$ cat config.mk
export PLATFORM = sky130hd
export DESIGN_NAME = cmd_dispatch
export DESIGN_NICKNAME = d
export VERILOG_FILES = /design/src/rtl/cmd_dispatch.sv
export SDC_FILE = /design/constraint.sdc
export NUM_CORES = 1
export LEC_CHECK = 0
export ABC_AREA = 1
export CORE_MARGIN = 8
export CORE_UTILIZATION = 52
export CTS_CLUSTER_DIAMETER = 120
export CTS_CLUSTER_SIZE = 14
export DETAILED_ROUTE_END_ITERATION = 10
export PLACE_DENSITY = 0.78
export SLEW_MARGIN = 25
export SYNTH_ARGS = -nofsm -noshare
export SYNTH_HDL_FRONTEND = slang
export SYNTH_SLANG_ARGS = --single-unit
$ cat constraint.sdc
create_clock -name clk -period 7.6 [get_ports clk]
set_input_delay 1.52 -clock clk [delete_from_list [all_inputs] [get_ports clk]]
set_output_delay 1.52 -clock clk [all_outputs]
set_load 0.1 [all_outputs]
$ cat src/rtl/cmd_dispatch.sv
// cmd_dispatch: time-ordered command queue between the command processor and
// the pulse element. Words {cmda, cmd} strobed in by proc are buffered in a
// FIFO and released one per cycle when the free-running timer reaches the
// timestamp held in the top TIME_W bits of the command word.
//
// Ports
//   clk, resetn            clock, async active-low reset
//   in_strobe/cmda/cmd     write side from proc; in_ready = write accepted now
//   run, sync              run enables timer + dispatch; sync zeroes the timer
//   flush, clear_err       empty the FIFO; clear sticky error flags
//   out_strobe/cmda/cmd    one-cycle release strobe and released word
//   timer, count           current timer value, FIFO occupancy
//   overflow, late         sticky: write dropped / word released after its time
//
// state   | meaning
// --------+----------------------------------------------
// ST_STOP | timer holds, nothing is dispatched
// ST_RUN  | timer counts every clk, head released when due
module cmd_dispatch #(
  parameter int CMD_W      = 64,
  parameter int ADDR_W     = 8,
  parameter int DEPTH_LOG2 = 4,
  parameter int TIME_W     = 24
) (
  input  logic                  clk,
  input  logic                  resetn,
  input  logic                  in_strobe,
  input  logic [ADDR_W-1:0]     in_cmda,
  input  logic [CMD_W-1:0]      in_cmd,
  output logic                  in_ready,
  input  logic                  run,
  input  logic                  sync,
  input  logic                  flush,
  input  logic                  clear_err,
  output logic                  out_strobe,
  output logic [ADDR_W-1:0]     out_cmda,
  output logic [CMD_W-1:0]      out_cmd,
  output logic [TIME_W-1:0]     timer,
  output logic [DEPTH_LOG2:0]   count,
  output logic                  overflow,
  output logic                  late
);

  localparam int DEPTH = 2 ** DEPTH_LOG2;
  localparam int CNT_W = DEPTH_LOG2 + 1;
  localparam int ENT_W = ADDR_W + CMD_W;

  typedef enum logic {ST_STOP, ST_RUN} state_t;

  state_t state, state_nxt;
  logic   run_en;

  logic [ENT_W-1:0]      mem [DEPTH];
  logic [DEPTH_LOG2-1:0] wr_ptr, rd_ptr;
  logic [ENT_W-1:0]      head;
  logic [TIME_W-1:0]     head_ts, diff;
  logic                  empty, full, pop, push, drop;

  // FSM: state register
  always_ff @(posedge clk or negedge resetn) begin
    if (!resetn) state <= ST_STOP;
    else         state <= state_nxt;
  end

  // FSM: next state
  always_comb begin
    state_nxt = state;
    case (state)
      ST_STOP: if (run)  state_nxt = ST_RUN;
      ST_RUN:  if (!run) state_nxt = ST_STOP;
      default:           state_nxt = ST_STOP;
    endcase
  end

  // FSM: outputs
  always_comb begin
    run_en = 1'b0;
    if (state == ST_RUN) run_en = 1'b1;
  end

  assign empty   = (count == '0);
  assign full    = (count == CNT_W'(DEPTH));
  assign head    = mem[rd_ptr];
  assign head_ts = head[CMD_W-1 -: TIME_W];

  // Modular distance from the head timestamp to now; a clear MSB means the
  // timestamp is now or at most half the timer range in the past.
  assign diff = timer - head_ts;
  assign pop  = !empty && run_en && !diff[TIME_W-1];

  assign in_ready = !full || pop;
  assign push     = in_strobe && in_ready && !flush;
  assign drop     = in_strobe && full && !pop;

  always_ff @(posedge clk) begin
    if (push) mem[wr_ptr] <= {in_cmda, in_cmd};
  end

  always_ff @(posedge clk or negedge resetn) begin
    if (!resetn) begin
      wr_ptr <= '0;
      rd_ptr <= '0;
      count  <= '0;
    end else if (flush) begin
      wr_ptr <= '0;
      rd_ptr <= '0;
      count  <= '0;
    end else begin
      if (push) wr_ptr <= wr_ptr + 1'b1;
      if (pop)  rd_ptr <= rd_ptr + 1'b1;
      case ({push, pop})
        2'b10:   count <= count + 1'b1;
        2'b01:   count <= count - 1'b1;
        default: count <= count;
      endcase
    end
  end

  always_ff @(posedge clk or negedge resetn) begin
    if (!resetn)     timer <= '0;
    else if (sync)   timer <= '0;
    else if (run_en) timer <= timer + 1'b1;
  end

  // Released word is registered; flush only empties the queue, so a pop
  // decided this cycle still reaches the element.
  always_ff @(posedge clk or negedge resetn) begin
    if (!resetn) begin
      out_strobe <= 1'b0;
      out_cmda   <= '0;
      out_cmd    <= '0;
    end else begin
      out_strobe <= pop;
      if (pop) begin
        out_cmda <= head[ENT_W-1 -: ADDR_W];
        out_cmd  <= head[CMD_W-1:0];
      end
    end
  end

  // A new error in the same cycle as clear_err keeps the flag set.
  always_ff @(posedge clk or negedge resetn) begin
    if (!resetn) begin
      overflow <= 1'b0;
      late     <= 1'b0;
    end else begin
      overflow <= (overflow && !clear_err) || drop;
      late     <= (late && !clear_err) || (pop && (diff != '0));
    end
  end

endmodule

==> metrics.yaml, run 1 <==
layout_setup_ws_ps: 1080
drive_above_1_share_pct: 5.28
fill_cells: 7254
cts_root_buf: "clkbuf_16"
fin_nets: 4209
synthFlopType: "edfxtp_1"
routed_wl_microns: 127000
layoutNonFillerInstCount: 5465
cts_buffers: 100
num_rows: 114
hold_viol: 0
dieWidth_microns: 327
initial_utilization_pct: 52.2
layout_commonest_cell: "edfxtp_1"
p_per_area_mw_per_mm2: 313
hold-worst-slack_ps: 479
max-vdd-ir-drop_mv: 0.225
antenna_found_initial: 12
first_pass_iters: 7
final_util_pct: 58.7
areaGrowthSynthToFinish_pct: 12.4
finalCritPeriodShare_pct: 85.7
vias: 33300
outcome: "completed"
ys_seq_area_share_pct: 74.3
clkTransAtPathRegs_ps: 60
relSlewSlack_pct: 27.3
path_max_fanout: 63
cts_setup_buffers: 0
setup_viol: 0
tightest_slew_ps: 1090
die_h_microns: 327
clk_latency_ps: 700
cts_buffer_depth: 3
ys_ff_latch: 1265
min-delay-path-class: "reg -> reg"
wl_per_cell_microns: 23.2
cts_resized: 0
place_ws_ps: 1720
setup_tns_ps: 0
endpoint_kind: "output pin"
fp.dieArea_sq_mm: 0.107
vias_per_cell: 6.09
layout_common_cells: "edfxtp_1, o21ai_0, nor2_1, nand2_1, o22ai_1"
drc: 0
p_leak_nw: 19.3
synthesis.nets: 4107
dp.cells: 5272
finClkSkew_ps: 44.0
synth_edf_count: 1152
post-dp-hpwl_microns: 69900
final_antenna_net_count: 0
yosys_warnings: 0
worstSetupPathType: "reg -> out"
synth_area_sq_mm: 0.0504
io_pins: 184
clock-sinks: 1265
dpl-instance-area_sq_mm: 0.0536
drt_iter0_markers: 4485
rsz0062_at_grt: "false"
routabilityCongestion: 0.844
slew_violations: 0
min_period_ps: 6520
async_flop_share_pct: 8.93
yosysUniqueCellTypes: 44
maxCapViolCount: 0
cp.arrival_ps: 5000
fmax_mhz: 153
grt_pass1_vias: 32200
port_buffers: 183
gr-total-overflow: 0
htree_levels: 3
grt_pass1_wl_microns: 192000
core_area_sq_mm: 0.0964
grt.total_usage_pct: 22.9
postLayoutCellArea_sq_mm: 0.0566
crit_required_ps: 6080
hold_buffers: 0
netlist_instances: 3996
syn_area_per_cell_sq_um: 12.6
cts_tree: "yes"
grt_start_max_net_pins: 222
total_power_mw: 17.7
start_kind: "flip-flop"
[where the power goes]
group | total (mW) | internal [mW] | leakage (nW) | switching [mW]
Sequential | 8.02 | 7.84 | 11.8 | 0.181
Combinational | 4.81 | 1.19 | 6.08 | 3.62
Clock | 4.88 | 2.51 | 1.40 | 2.37
Total | 17.7 | 11.5 | 19.3 | 6.17
[cell type report]
class / instances / area [sq um] / share of cell area, %
diodes: 7 / 17.5 / 0.0309
clock buffers: 178 / 2800 / 4.94
clock inverters: 8 / 166 / 0.294
inverters: 102 / 398 / 0.703
multi-input cells: 2380 / 11700 / 20.6
flip-flops and latches: 1265 / 37400 / 66.1
well taps: 1276 / 1600 / 2.82
repair buffers: 249 / 2520 / 4.45
[flip-flops by register name (all words and copies together) (netlist names)]
signal,count
count,5
late,1
mem,1152
out_cmd,64
out_cmda,8
out_strobe,1
overflow,1
rd_ptr,4
state,1
timer,24
wr_ptr,4
[cells in the mapped netlist (2+ instances only)]
library cell,instances,area [sq um]
edfxtp_1,1152,34600
nor2_1,655,2460
o21ai_0,642,3210
nand2_1,461,1730
o22ai_1,256,1600
clkbuf_1,200,751
dfrtp_1,113,2830
inv_1,96,360
a21oi_1,95,475
nand3_1,79,395
buf_2,37,185
ha_1,31,388
a221oi_1,27,236
nand4_1,23,144
o221ai_1,20,175
nor3_1,11,55.1
o32ai_1,11,96.3
xnor2_1,11,96.3
xor2_1,9,78.8
buf_1,8,30.0
a31oi_1,5,31.3
nor4_1,5,31.3
a211oi_1,4,30.0
inv_2,4,15.0
nand2_2,4,25.0
nand2_4,4,45.0
buf_6,3,33.8
nand3b_1,3,22.5
nor2_2,3,18.8
o211ai_1,3,22.5
o21a_1,3,22.5
a21oi_2,2,17.5
and3_1,2,12.5
clkinv_1,2,7.51
nor2_4,2,22.5
o21bai_1,2,15.0
[final timing paths]
check                             from           to  slack, ps  cells after the start
setup / recovery             rd_ptr[1]     in_ready       1080                     21
hold / removal             out_cmd[23]  out_cmd[23]        480                      2
setup reg to reg             rd_ptr[1]   mem[7][61]       1570                     25
hold reg to reg            out_cmd[23]  out_cmd[23]        480                      2
max in group asynchronous       resetn   out_cmd[2]       5390                      2
min in group asynchronous       resetn     count[0]        850                      1
[cell families (layout without fill, tap and decap cells)]
| family | after synthesis | in the layout | synth area share, % |
|---|---|---|---|
| compound gates | 1073 | 1073 | 11.9 |
| xor+xnor | 20 | 20 | 0.348 |
| fa+ha+maj | 32 | 32 | 0.810 |
| buf+inv | 351 | 537 | 2.76 |
| flops | 1265 | 1265 | 74.3 |
| other cells | 0 | 7 | 0 |
| simple gates | 1255 | 1255 | 9.92 |
[critical path: stages, from the launching register on]
cell      delay (ps)
dfrtp_4          810
nor2_4           230
clkinv_1         540
buf_4            440
a21oi_1          140
a221oi_1          80
o21ai_0          100
nand2_1          130
inv_1            110
ha_1             280
a21oi_1          140
nand2_1          120
nand2_1           80
nand2_1          140
nand2_1          100
nand3_1          180
inv_1            140
nand2_2           80
nand2_4           90
nand2_4           60
nand2_4          100
buf_12           180
[routing by layer]
metal,wire [microns],up-vias,track usage [%]
met1,49400,16200,31.9
met3,13800,278,4.54
li1,-,14800,-
met4,4010,6,7.80
met2,59300,1982,36.3
met5,40,-,0
(Power assumes the default switching activity.)
==> inputs of run 2 (changes only) <==
--- a/config.mk
+++ b/config.mk
@@ -11,7 +11,7 @@
 export CTS_CLUSTER_DIAMETER = 120
 export CTS_CLUSTER_SIZE = 14
 export DETAILED_ROUTE_END_ITERATION = 10
-export PLACE_DENSITY = 0.78
+export PLACE_DENSITY_LB_ADDON = 0.1
 export SLEW_MARGIN = 25
 export SYNTH_ARGS = -nofsm -noshare
 export SYNTH_HDL_FRONTEND = slang
==> run 2 against run 1 <==
Global-route usage increased by 1.5 points; final cell count hardly changed; non-clock buffer count rose by 5; clock-buffer cell count is 2 higher; hold slack barely moved; die area stayed put; wire length up 5.6%.
==> metrics.yaml, run 2 (synthesis results as in run 1) <==
outcome: "completed"
slowest_stage: "buf_12"
rr_endpoint: "mem[12][1]"
finalCritPeriodShare_pct: 85.5
final_antenna_net_count: 0
min-delay-path-class: "reg -> reg"
setup_tns_ps: 0
p_switching_mw: 6.20
endpoint_kind: "output pin"
regMostFlops: "mem"
layout_commonest_cell: "edfxtp_1"
grt_start_max_net_pins: 207
path_max_fanout: 206
fmax_mhz: 154
power_frac_seq_pct: 44.9
rsz0062_at_grt: "false"
initial_utilization_pct: 52.2
min_path_cells: 2
start_kind: "flip-flop"
crit_chain: "buf_12 -> o21ai_0 -> o22ai_1 -> o21ai_0 -> nand2_1 -> inv_1 -> ha_1 -> nand2_1 -> nand2_1 -> nand2_1 -> nand2_1 -> a21oi_1 -> nand3_1 -> nand3_1 -> nand2_4 -> nand2_4 -> nand2_4 -> buf_12"
cts_setup_buffers: 0
cts_buffers: 100
wl_per_cell_microns: 24.4
max-vdd-ir-drop_mv: 0.266
max_stage_delay_ps: 600
vias: 32500
dieWidth_microns: 327
tightest_slew_ps: 1050
rr_worst_depth: 23
dpl-instance-area_sq_mm: 0.0539
cp.arrival_ps: 4980
fill_cells: 7677
hold_path_startpoint: "out_cmd[30]"
place_ws_ps: 1590
clock-sinks: 1265
hold_viol: 0
first_pass_iters: 8
p_leak_nw: 19.4
fp.dieArea_sq_mm: 0.107
critPathBufInv: 3
crit_family: "simple AND/OR/NAND/NOR gates"
cts_root_buf: "clkbuf_16"
biggestRegsByFlops: "mem: 1152 flops, out_cmd: 64 flops, timer: 24 flops"
core_area_sq_mm: 0.0964
hold_end: "out_cmd[30]"
comb_power_share_pct: 27.3
gr-total-overflow: 0
grt_pass1_vias: 31400
setup_viol: 0
antenna_found_initial: 5
cts_buffer_depth: 3
p_clk_share_pct: 27.8
cts_tree: "yes"
layout_setup_ws_ps: 1100
swShare_pct: 34.8
largest_reg_flops: 1152
port_buffers: 183
slew_violations: 0
routed_wl_microns: 134000
intPower_mw: 11.6
met1_usage_pct: 34.9
reg2reg_from: "rd_ptr[0]"
clkTransAtPathRegs_ps: 70
relSlewSlack_pct: 29.9
grt_use_met3_pct: 3.50
p_per_area_mw_per_mm2: 313
maxCapViolCount: 0
finClkSkew_ps: 36.2
total_power_mw: 17.8
gr-usage-met2_pct: 39.5
crit_required_ps: 6080
areaGrowthSynthToFinish_pct: 12.8
die_h_microns: 327
clk_latency_ps: 700
drc: 0
drt_iter0_markers: 3548
hold_buffers: 0
fin_nets: 4214
postLayoutCellArea_sq_mm: 0.0568
num_rows: 114
htree_levels: 3
io_pins: 184
vias_per_cell: 5.94
crit_path_frequent_cell: "nand2_1"
grt_busiest_layer: "met2"
post-dp-hpwl_microns: 73100
routabilityCongestion: 0.902
min_period_ps: 6500
r2r_setup_slack_ps: 1540
grt.total_usage_pct: 24.5
layout_common_cells: "edfxtp_1, o21ai_0, nor2_1, nand2_1, o22ai_1"
cts_resized: 0
worstSetupPathType: "reg -> out"
drive_above_1_share_pct: 5.44
grt_pass1_wl_microns: 201000
## run 2: cell count changes in the layout (fill, tap and decap cells not counted), moves of 2 or more
| cell | delta |
|---|---|
| buf_12 | +14 |
| buf_4 | -8 |
| clkinv_8 | +4 |
| diode_2 | -3 |
| clkinv_16 | -2 |
| clkinv_2 | +2 |
| inv_16 | -2 |
## run 2: worst register-to-register path, cell delays in order (launching register included)
cell,delay (ps)
dfrtp_4,540
inv_8,480
buf_12,410
nand2_1,110
a221oi_1,340
o21ai_0,160
nand2_1,150
inv_1,80
ha_1,360
nand2_1,110
nor2_2,160
nand2_1,70
nor2_1,100
nand2_1,60
nand3_1,220
nand3_1,180
nand2_4,130
nand2_4,220
nand2_4,190
nand2_4,80
inv_1,150
nand2_1,250
nor2_4,790
buf_12,340
## run 2: cell type report
| class | instances | area (sq um) | share of cell area [%] |
|---|---|---|---|
| multi-input cells | 2380 | 11700 | 20.6 |
| well taps | 1276 | 1600 | 2.81 |
| repair buffers | 254 | 2730 | 4.80 |
| inverters | 102 | 405 | 0.713 |
| clock buffers | 180 | 2820 | 4.97 |
| flip-flops and latches | 1265 | 37400 | 65.9 |
| diodes | 4 | 10.0 | 0.0176 |
| clock inverters | 8 | 149 | 0.262 |
## run 2: metrics by stage
step                hold slack [ps]  util [%]  cells
floorplan                       569         -   3996
global placement                461      55.9   5277
detailed placement              466      55.9   5277
CTS                             483      58.9   5465
global route                    496      58.9   5467
finish                          479      59.0   5469
## run 2: layer usage
metal  vias up  share of wire [%]
met4         4                2.6
li1      14800                  -
met1     16200                 43
met5         -              0.020
met3       190                7.2
met2      1223                 47
## run 2: power groups by stage
stage	Combinational (mW)	Sequential, mW	Clock [mW]
4_1_cts	4.89	8.00	5.05
2_1_floorplan	2.11	9.46	0
6_report	4.86	8.00	4.95
3_3_place_gp	4.86	8.14	0
3_5_place_dp	4.88	8.15	0
5_1_grt	5.25	8.01	5.30
## run 2: worst max-delay path by stage
stage                    from          to  slack, ps  depth (start not counted)
global placement    rd_ptr[2]  mem[12][9]       1190                         25
CTS                 rd_ptr[0]    in_ready       1040                         18
global route        rd_ptr[0]    in_ready        800                         19
finish              rd_ptr[0]    in_ready       1100                         18
detailed placement  rd_ptr[0]  mem[12][9]       1590                         23
floorplan           rd_ptr[0]  mem[11][0]        560                         25
